**src/rtl/irda_det_pkg.sv**
```systemverilog
// irda_det_pkg
//   Shared definitions for the IrDA receive-path break/idle line detector:
//   FSM state encoding and default widths for the run and event counters.
package irda_det_pkg;

  localparam int DEF_CNT_W = 4;
  localparam int DEF_EVT_W = 8;

  typedef enum logic [1:0] {
    ST_NONE = 2'd0,
    ST_BRK  = 2'd1,
    ST_IDLE = 2'd2
  } det_state_e;

endpackage

```
**src/rtl/irda_sat_cnt.sv**
```systemverilog
// irda_sat_cnt
//   Saturating up-counter with synchronous clear and an enable-qualified
//   increment / zero operation.
// Ports:
//   clk, wb_rst_i  clock, asynchronous active-high reset
//   clr_i          synchronous clear (priority over en_i)
//   en_i           update strobe
//   inc_i          with en_i: 1 = increment (saturating), 0 = zero the count
//   cnt_o          registered count
//   cnt_nxt_o      value the count takes on the coming edge
module irda_sat_cnt #(
  parameter int W = 4
) (
  input  logic         clk,
  input  logic         wb_rst_i,
  input  logic         clr_i,
  input  logic         en_i,
  input  logic         inc_i,
  output logic [W-1:0] cnt_o,
  output logic [W-1:0] cnt_nxt_o
);

  // The next value is exported so the owner can compare against the
  // post-update count on the same edge that stores it.
  always_comb begin
    cnt_nxt_o = cnt_o;
    if (clr_i) begin
      cnt_nxt_o = '0;
    end else if (en_i) begin
      if (!inc_i) begin
        cnt_nxt_o = '0;
      end else if (cnt_o != {W{1'b1}}) begin
        cnt_nxt_o = cnt_o + W'(1);
      end
    end
  end

  always_ff @(posedge clk or posedge wb_rst_i) begin
    if (wb_rst_i) begin
      cnt_o <= '0;
    end else begin
      cnt_o <= cnt_nxt_o;
    end
  end

endmodule

```
**src/rtl/irda_break_idle_det.sv**
```systemverilog
// irda_break_idle_det
//   Counts consecutive '1' bits (or '0' bits when RX_INV=1) on the decoded
//   IrDA receive stream and flags break and idle-link conditions against
//   programmable run-length thresholds.
// Ports:
//   clk, wb_rst_i  clock, asynchronous active-high reset
//   clr_i          synchronous clear of counters and FSM, no pulses
//   bit_en_i       one-clk strobe qualifying rx_i
//   rx_i           decoded receive bit
//   brk_len_i      break threshold in bits (0 disables)
//   idle_len_i     idle threshold in bits (0 disables)
//   brd_o          one-clk pulse, break detected
//   brk_end_o      one-clk pulse, break/idle condition ended
//   brk_active_o   level, break or idle in progress
//   idle_o         level, idle condition
//   run_cnt_o      current run length, saturating
//   brk_cnt_o      saturating count of detected breaks
module irda_break_idle_det
  import irda_det_pkg::*;
#(
  parameter int CNT_W  = DEF_CNT_W,
  parameter int EVT_W  = DEF_EVT_W,
  parameter bit RX_INV = 1'b0
) (
  input  logic             clk,
  input  logic             wb_rst_i,
  input  logic             clr_i,
  input  logic             bit_en_i,
  input  logic             rx_i,
  input  logic [CNT_W-1:0] brk_len_i,
  input  logic [CNT_W-1:0] idle_len_i,
  output logic             brd_o,
  output logic             brk_end_o,
  output logic             brk_active_o,
  output logic             idle_o,
  output logic [CNT_W-1:0] run_cnt_o,
  output logic [EVT_W-1:0] brk_cnt_o
);

  det_state_e       state_q, state_d;
  logic             bit_val;
  logic [CNT_W-1:0] run_nxt;
  logic [EVT_W-1:0] evt_nxt_unused;
  logic             brk_hit, idle_hit;
  logic             brd_d, end_d;
  logic             brd_q, end_q;

  assign bit_val = rx_i ^ RX_INV;

  irda_sat_cnt #(.W(CNT_W)) u_run_cnt (
    .clk       (clk),
    .wb_rst_i  (wb_rst_i),
    .clr_i     (clr_i),
    .en_i      (bit_en_i),
    .inc_i     (bit_val),
    .cnt_o     (run_cnt_o),
    .cnt_nxt_o (run_nxt)
  );

  // Event counter advances on the same edge that raises brd_o, so the new
  // total is visible while the pulse is high.
  irda_sat_cnt #(.W(EVT_W)) u_evt_cnt (
    .clk       (clk),
    .wb_rst_i  (wb_rst_i),
    .clr_i     (clr_i),
    .en_i      (brd_d),
    .inc_i     (1'b1),
    .cnt_o     (brk_cnt_o),
    .cnt_nxt_o (evt_nxt_unused)
  );

  // Thresholds compare against the post-update run length with >=, so a
  // threshold lowered below the current run fires on the next qualifying bit.
  assign brk_hit  = (brk_len_i  != '0) && (run_nxt >= brk_len_i);
  assign idle_hit = (idle_len_i != '0) && (run_nxt >= idle_len_i);

  // Next-state and pulse decode; a condition can only re-arm after ST_NONE,
  // which is why a saturated run counter does not re-trigger.
  always_comb begin
    state_d = state_q;
    brd_d   = 1'b0;
    end_d   = 1'b0;
    if (clr_i) begin
      state_d = ST_NONE;
    end else if (bit_en_i) begin
      unique case (state_q)
        ST_NONE: begin
          if (idle_hit) begin
            state_d = ST_IDLE;
            brd_d   = brk_hit;
          end else if (brk_hit) begin
            state_d = ST_BRK;
            brd_d   = 1'b1;
          end
        end
        ST_BRK: begin
          if (!bit_val) begin
            state_d = ST_NONE;
            end_d   = 1'b1;
          end else if (idle_hit) begin
            state_d = ST_IDLE;
          end
        end
        ST_IDLE: begin
          if (!bit_val) begin
            state_d = ST_NONE;
            end_d   = 1'b1;
          end
        end
        default: state_d = ST_NONE;
      endcase
    end
  end

  always_ff @(posedge clk or posedge wb_rst_i) begin
    if (wb_rst_i) begin
      state_q <= ST_NONE;
      brd_q   <= 1'b0;
      end_q   <= 1'b0;
    end else begin
      state_q <= state_d;
      brd_q   <= brd_d;
      end_q   <= end_d;
    end
  end

  assign brd_o        = brd_q;
  assign brk_end_o    = end_q;
  assign brk_active_o = (state_q != ST_NONE);
  assign idle_o       = (state_q == ST_IDLE);

endmodule

```
**config.mk**
```make
export PLATFORM = sky130hd
export DESIGN_NAME = irda_break_idle_det
export DESIGN_NICKNAME = d
export VERILOG_FILES = /design/src/rtl/irda_det_pkg.sv /design/src/rtl/irda_sat_cnt.sv /design/src/rtl/irda_break_idle_det.sv
export SDC_FILE = /design/constraint.sdc
export NUM_CORES = 1
export LEC_CHECK = 0
export CAP_MARGIN = 5
export CORE_MARGIN = 1.5
export CORE_UTILIZATION = 35
export CTS_CLUSTER_DIAMETER = 150
export DETAILED_ROUTE_END_ITERATION = 7
export PLACE_DENSITY = 0.66
export SETUP_SLACK_MARGIN = 0.2
export SLEW_MARGIN = 15
export SYNTH_ARGS = -nofsm -noshare
export SYNTH_HDL_FRONTEND = slang
export SYNTH_SLANG_ARGS = --single-unit
```
**constraint.sdc**
```tcl
create_clock -name clk -period 2.55 [get_ports clk]
set_clock_uncertainty 0.15 [all_clocks]
set_input_delay 0.3825 -clock clk [delete_from_list [all_inputs] [get_ports clk]]
set_output_delay 0.3825 -clock clk [all_outputs]
set_load 0.03 [all_outputs]
```
==> metrics.txt, run 1 <==
cell row count=20; initial core utilization=0.3680; Net Sw Frac=0.3039; kind of critical path=flip-flop to flip-flop; top_reg_cell synth=dfrtp_1; CTS Root Cell=clkbuf_4; Slew headroom=0.5946; Via density=5.013; Design Power=0.6395 mW; nets@finish=207; Tmin final=2.605 ns; TritonCTS clock tree=built; Fmax=383.9 MHz; worst skew pair latency=0.30 ns; mapped cell area=1124 um2; GPL Wtd Cong=0.8423; final hold violations=0; min-delay worst type=primary input to async pin; violated checks=setup timing; post-layout util=0.5914; Post-synth ARST share=1.000; GR Layer Usage met3=0.01299; vias in the first global route=1,049; CTS clk-pin slew, worst paths=0.10 ns; hold_buf cts=0; register area=402.9 um2; largest net degree at the start of global routing=17; Setup WS pre-CTS=-0.5248 ns; status=finished with violations; die width=59.66 um; Post-Syn Instances=127; flops & latches, synth=16; routed length per instance=13.48 um; combinational power share=0.304; FILL cells=272; Tightest Pin Transition=0.6074 ns; die area=3559 um2; layout cells sized above 1=0.3333; Critical Path AT=2.68 ns; Pins Over Slew Limit=0; GR peak layer=met2; Int Pwr=0.4452 mW; top cell type's share of synthesized area=0.3563; global-route wire length before repair=4774 um; EDFF count, synth=0; Yosys warning total=0; top-count cell post-synth=dfrtp_1; Detail Route Antenna Nets=0; critical path peak fanout=9; area occupied by multi-input gates=800.8 um2; starting DRC count in detailed routing=31; Worst Path Required=2.63 ns; unrepaired setup endpoints after global routing=yes; Clock power frac=0.278; initial antenna violation count=0; TritonCTS Buffers=3; setup tns final=-0.1029 ns; Sw Pwr=0.1943 mW; DRT Pass-1 Iters=4; synth top area cells=dfrtp_1, ha_1, a21oi_1; CTS H-tree depth=1; Seq/Total Area, Yosys=0.3563; fin worst setup slack=-0.05489 ns; grt met2 use=0.3012; PortBufs=28; core area=3053 um2; Leakage=0.8056 nW; Final setup viols=3; pwr dens=354.2 nW/um2; top cells by count, synth=dfrtp_1, ha_1, nand2_1, nor2_1; total track usage=0.1757; Longest Clk Path Bufs=2; CP Capture Type=flip-flop; Syn Area/Cell=8.847 um2; Worst setup SP type=flip-flop; post-synth cell types=37; Ant. Diodes=0; syn nets=153; met1 Use GR=0.2332; Area Growth Syn to Fin=60.69%; design area=1805 um2; clk sinks=16; leading area contributor after synthesis=dfrtp_1; peak supply drop=0.1593 mV; placed cell area=1610 um2; Seq pwr share=0.418; Via Count=1,123; Die Y=59.66 um; Max Cap Viol=0; HPWL Detailed=2204 um; Routed WL=3019 um; period utilization=1.022; grt total ovfl=0; IO Pins=29; # DRC=0
[metrics by stage]
stage          hold WS (ns)  instances
3_3_place_gp         0.3551        213
5_1_grt              0.3566        224
4_1_cts              0.3293        224
3_5_place_dp         0.3782        213
6_report             0.2921        224
2_1_floorplan        0.1461        127
[placed cells by master, fill, tap and decap left out, types with 2 or more instances in the layout]
| cell | synthesis | routed |
|---|---|---|
| ha_4 | 0 | 3 |
| nand2b_1 | 3 | 3 |
| inv_2 | 2 | 2 |
| inv_1 | 10 | 10 |
| nand4_1 | 3 | 3 |
| o21ai_1 | 0 | 3 |
| buf_6 | 1 | 4 |
| nor3_1 | 3 | 2 |
| clkbuf_4 | 0 | 3 |
| clkdlybuf4s50_1 | 0 | 26 |
| ha_1 | 13 | 9 |
| dfrtp_2 | 0 | 2 |
| nor2_1 | 11 | 7 |
| o21ai_0 | 6 | 3 |
| nor2_2 | 0 | 4 |
| nand2_1 | 11 | 10 |
| nand3_2 | 1 | 2 |
| buf_4 | 0 | 19 |
| nand3_1 | 4 | 2 |
| o21a_1 | 2 | 2 |
| or3_1 | 3 | 3 |
| a21oi_2 | 0 | 3 |
| and3_1 | 3 | 3 |
| a21oi_1 | 10 | 7 |
| or4_1 | 3 | 2 |
| dfrtp_1 | 16 | 14 |
| mux2i_1 | 2 | 2 |
[state kept, by name, summed over array words and instances, names as in the netlist]
name             count
u_run_cnt.cnt_o      4
brk_end_o            1
u_evt_cnt.cnt_o      8
state_q              2
brd_o                1
[cell families (layout without fill, tap and decap cells)]
logic type	after synthesis	in the layout	share of synthesized area
compound gates	25	25	0.1370
xor+xnor	1	1	0.007797
fa+ha+maj	13	13	0.1448
buf+inv	14	67	0.05345
flops	16	16	0.3563
mux	4	4	0.03786
simple gates	54	54	0.2628
[final timing paths]
check | from | endpoint | slack [ns] | depth (start not counted)
max reg2reg | u_run_cnt.cnt_o[1] | u_evt_cnt.cnt_o[4] | -0.05 | 12
min | wb_rst_i | brk_end_o | 0.29 | 2
max in group asynchronous | wb_rst_i | u_run_cnt.cnt_o[1] | 1.53 | 2
min reg2reg | state_q[0] | state_q[0] | 0.41 | 2
max | u_run_cnt.cnt_o[1] | u_evt_cnt.cnt_o[4] | -0.05 | 12
min in group clk | state_q[0] | state_q[0] | 0.41 | 2
[worst max-delay path, cell delays in order, from the launching register on]
cell and delay [ns]:
dfrtp_2 0.44, ha_4 0.18, nand3_4 0.09, nand2_4 0.05, xor2_1 0.14, or2_4 0.25
ha_4 0.27, nor2b_4 0.03, o21ai_2 0.14, nand3_2 0.10, buf_6 0.15, or4_1 0.39
a21oi_1 0.14
[power by group through the flow]
stage	clock, mW	combinational, mW	sequential (mW)
after floorplan	0	0.0829	0.279
after global placement	0	0.162	0.271
after detailed placement	0	0.167	0.272
after CTS	0.179	0.184	0.267
after global routing	0.189	0.212	0.268
final	0.178	0.195	0.267
[area by class of cell]
class                      count  area share
tap                           44     0.03049
sequential                    16      0.2231
multi-input combinational     97      0.4435
inverter                      12     0.02495
timing repair buffer          51      0.2578
clock buffer                   4     0.02010
[what timing repair did]
item                                    CTS  global route
setup buffers                             7             0
resized for setup                        12            19
endpoints found under the hold margin     0             0
endpoints found under the setup margin   11            12
pin swaps                                 7            10
[routing by layer]
layer  vias up  routed length, um
li1        559                  -
met1       530               1376
met2        25               1507
met3         9                 64
met4         0                 70
met5         -                  0
No activity file was read; power rests on OpenSTA's default activity.
==> run 2: changes to the inputs <==
--- a/config.mk
+++ b/config.mk
@@ -7,11 +7,11 @@
 export LEC_CHECK = 0
 export CAP_MARGIN = 5
 export CORE_MARGIN = 1.5
-export CORE_UTILIZATION = 35
+export CORE_UTILIZATION = 30
 export CTS_CLUSTER_DIAMETER = 150
 export DETAILED_ROUTE_END_ITERATION = 7
-export PLACE_DENSITY = 0.66
-export SETUP_SLACK_MARGIN = 0.2
+export MAX_ROUTING_LAYER = met4
+export PLACE_DENSITY = 0.59
 export SLEW_MARGIN = 15
 export SYNTH_ARGS = -nofsm -noshare
 export SYNTH_HDL_FRONTEND = slang
==> run 2 against run 1 <==
The run still ends with setup timing left. Non-clock buffer count grew 2. Via count decreased by 3.5%. Worst setup slack about the same. Clock power up 29%. Global-route usage shrank 2.1 points. Register-to-register slack barely moved. First-iteration DRC count increased by 26%. Worst hold slack better by 0.070 ns. Critical path type is now primary input to flip-flop.
==> metrics.txt, run 2 (synthesized netlist as in run 1, its figures left out) <==
Design Power=0.6805 mW; GPL Wtd Cong=0.8089; Non-Filler Instances=230; Regs by FF count=u_evt_cnt.cnt_o x8, u_run_cnt.cnt_o x4, state_q x2; Critical Path AT=2.63 ns; total track usage=0.1543; critical path peak fanout=7; Fmax=383.9 MHz; CP Capture Type=flip-flop; # DRC=0; Longest Clk Path Bufs=2; die width=64.20 um; DRT Pass-1 Iters=4; R2R cell count=13; Max Cap Viol=0; clk sinks=16; fin worst setup slack=-0.05502 ns; largest net degree at the start of global routing=17; hold_buf cts=0; leading cell types in the layout, fill and taps excluded=clkdlybuf4s50_1, buf_4, dfrtp_1; Pins Over Slew Limit=0; Setup WS pre-CTS=-0.5823 ns; Detail Route Antenna Nets=0; commonest non-fill, non-tap cell in the layout=clkdlybuf4s50_1; final hold violations=0; period utilization=1.022; Cells after DPL=220; CTS H-tree depth=1; TritonCTS clock tree=built; layout cells sized above 1=0.3132; RR Endpoint=u_evt_cnt.cnt_o[2]; r2r startpoint=u_run_cnt.cnt_o[0]; cell row count=22; pwr dens=376.1 nW/um2; TritonCTS Buffers=3; Worst Path Required=2.58 ns; Via Count=1,084; routed length per instance=12.50 um; Via density=4.713; WHS=0.3619 ns; Largest Register=u_evt_cnt.cnt_o; die area=4122 um2; Ant. Diodes=0; CTS clk-pin slew, worst paths=0.07 ns; Area Growth Syn to Fin=61.02%; min-delay worst type=primary input to async pin; Worst setup SP type=primary input; Final setup viols=4; violated checks=setup timing; peak supply drop=0.2768 mV; unrepaired setup endpoints after global routing=yes; Tmin final=2.605 ns; nets@finish=209; Die Y=64.20 um; kind of critical path=primary input to flip-flop; vias in the first global route=1,081; Tightest Pin Transition=0.6086 ns; worst skew pair latency=0.25 ns; initial antenna violation count=0; Routed WL=2874 um; IO Pins=29; R2R Setup Slk=-0.06 ns; PortBufs=28; global-route wire length before repair=4919 um; core area=3633 um2; Leakage=0.8082 nW; max reg flops=8; HPWL Detailed=2278 um; grt total ovfl=0; CTS Root Cell=clkbuf_8; starting DRC count in detailed routing=39; status=finished with violations; initial core utilization=0.3092; Slew headroom=0.5938
==> run 2: cell types whose count changed in the layout (fill, tap and decap cells not counted), sizes merged <==
cell          delta
buf              +2
clkbuf           -1
dlymetal6s2s     -1
dlygate4sd2      +2
==> run 2: area by class of cell <==
class	count	area [um2]
well taps	48	60.06
clock buffers	4	55.05
inverters	12	45.04
fillers	356	1824
flip-flops and latches	16	402.9
multi-input cells	97	773.2
repair buffers	53	473.0
==> run 2: power by group <==
group | total (mW) | switching, mW | leakage, nW | internal [mW]
logic | 0.184 | 0.0908 | 0.561 | 0.0927
clock network | 0.230 | 0.0935 | 0.0288 | 0.137
registers | 0.267 | 0.00577 | 0.219 | 0.261
==> run 2: worst max path at each step <==
stage | start | to | depth (start not counted)
final | rx_i | u_evt_cnt.cnt_o[2] | 12
after global routing | u_run_cnt.cnt_o[0] | u_evt_cnt.cnt_o[2] | 13
after CTS | u_run_cnt.cnt_o[0] | u_evt_cnt.cnt_o[4] | 12
after detailed placement | bit_en_i | u_evt_cnt.cnt_o[4] | 12
after global placement | bit_en_i | u_evt_cnt.cnt_o[6] | 12
after floorplan | u_run_cnt.cnt_o[0] | u_evt_cnt.cnt_o[4] | 12
==> run 2: routing by layer <==
layer	GRT usage	wire [um]	vias up
li1	-	-	561
met1	0.1959	1299	505
met2	0.2669	1482	16
met3	0.01585	68	2
met4	0.03191	24	0
met5	-	0	-
==> run 2: stage by stage <==
step	util	cell area, um2	setup TNS [ns]
final	0.4979	1809	-0.1532
after global routing	0.4979	1809	-0.5832
after CTS	0.4917	1787	-0.2571
after detailed placement	0.4494	1633	-5.091
after global placement	0.4494	1633	-4.523
after floorplan	-	1165	-0.2083
==> run 2: what timing repair did <==
| item | in CTS | in global routing |
|---|---|---|
| buffers inserted | 6 | 0 |
| pin swaps | 10 | 6 |
| resized for setup | 13 | 8 |
| endpoints found under the setup margin | 11 | 11 |
==> run 2: critical path, stage by stage <==
cell and delay, ns:
clkdlybuf4s50_1 0.52, o21bai_4 0.08, buf_6 0.13, or2_4 0.26, ha_4 0.27, nor2b_4 0.03, o21ai_2 0.14, nand3_2 0.10
buf_6 0.14, buf_4 0.13, or3_4 0.32, a21oi_2 0.11
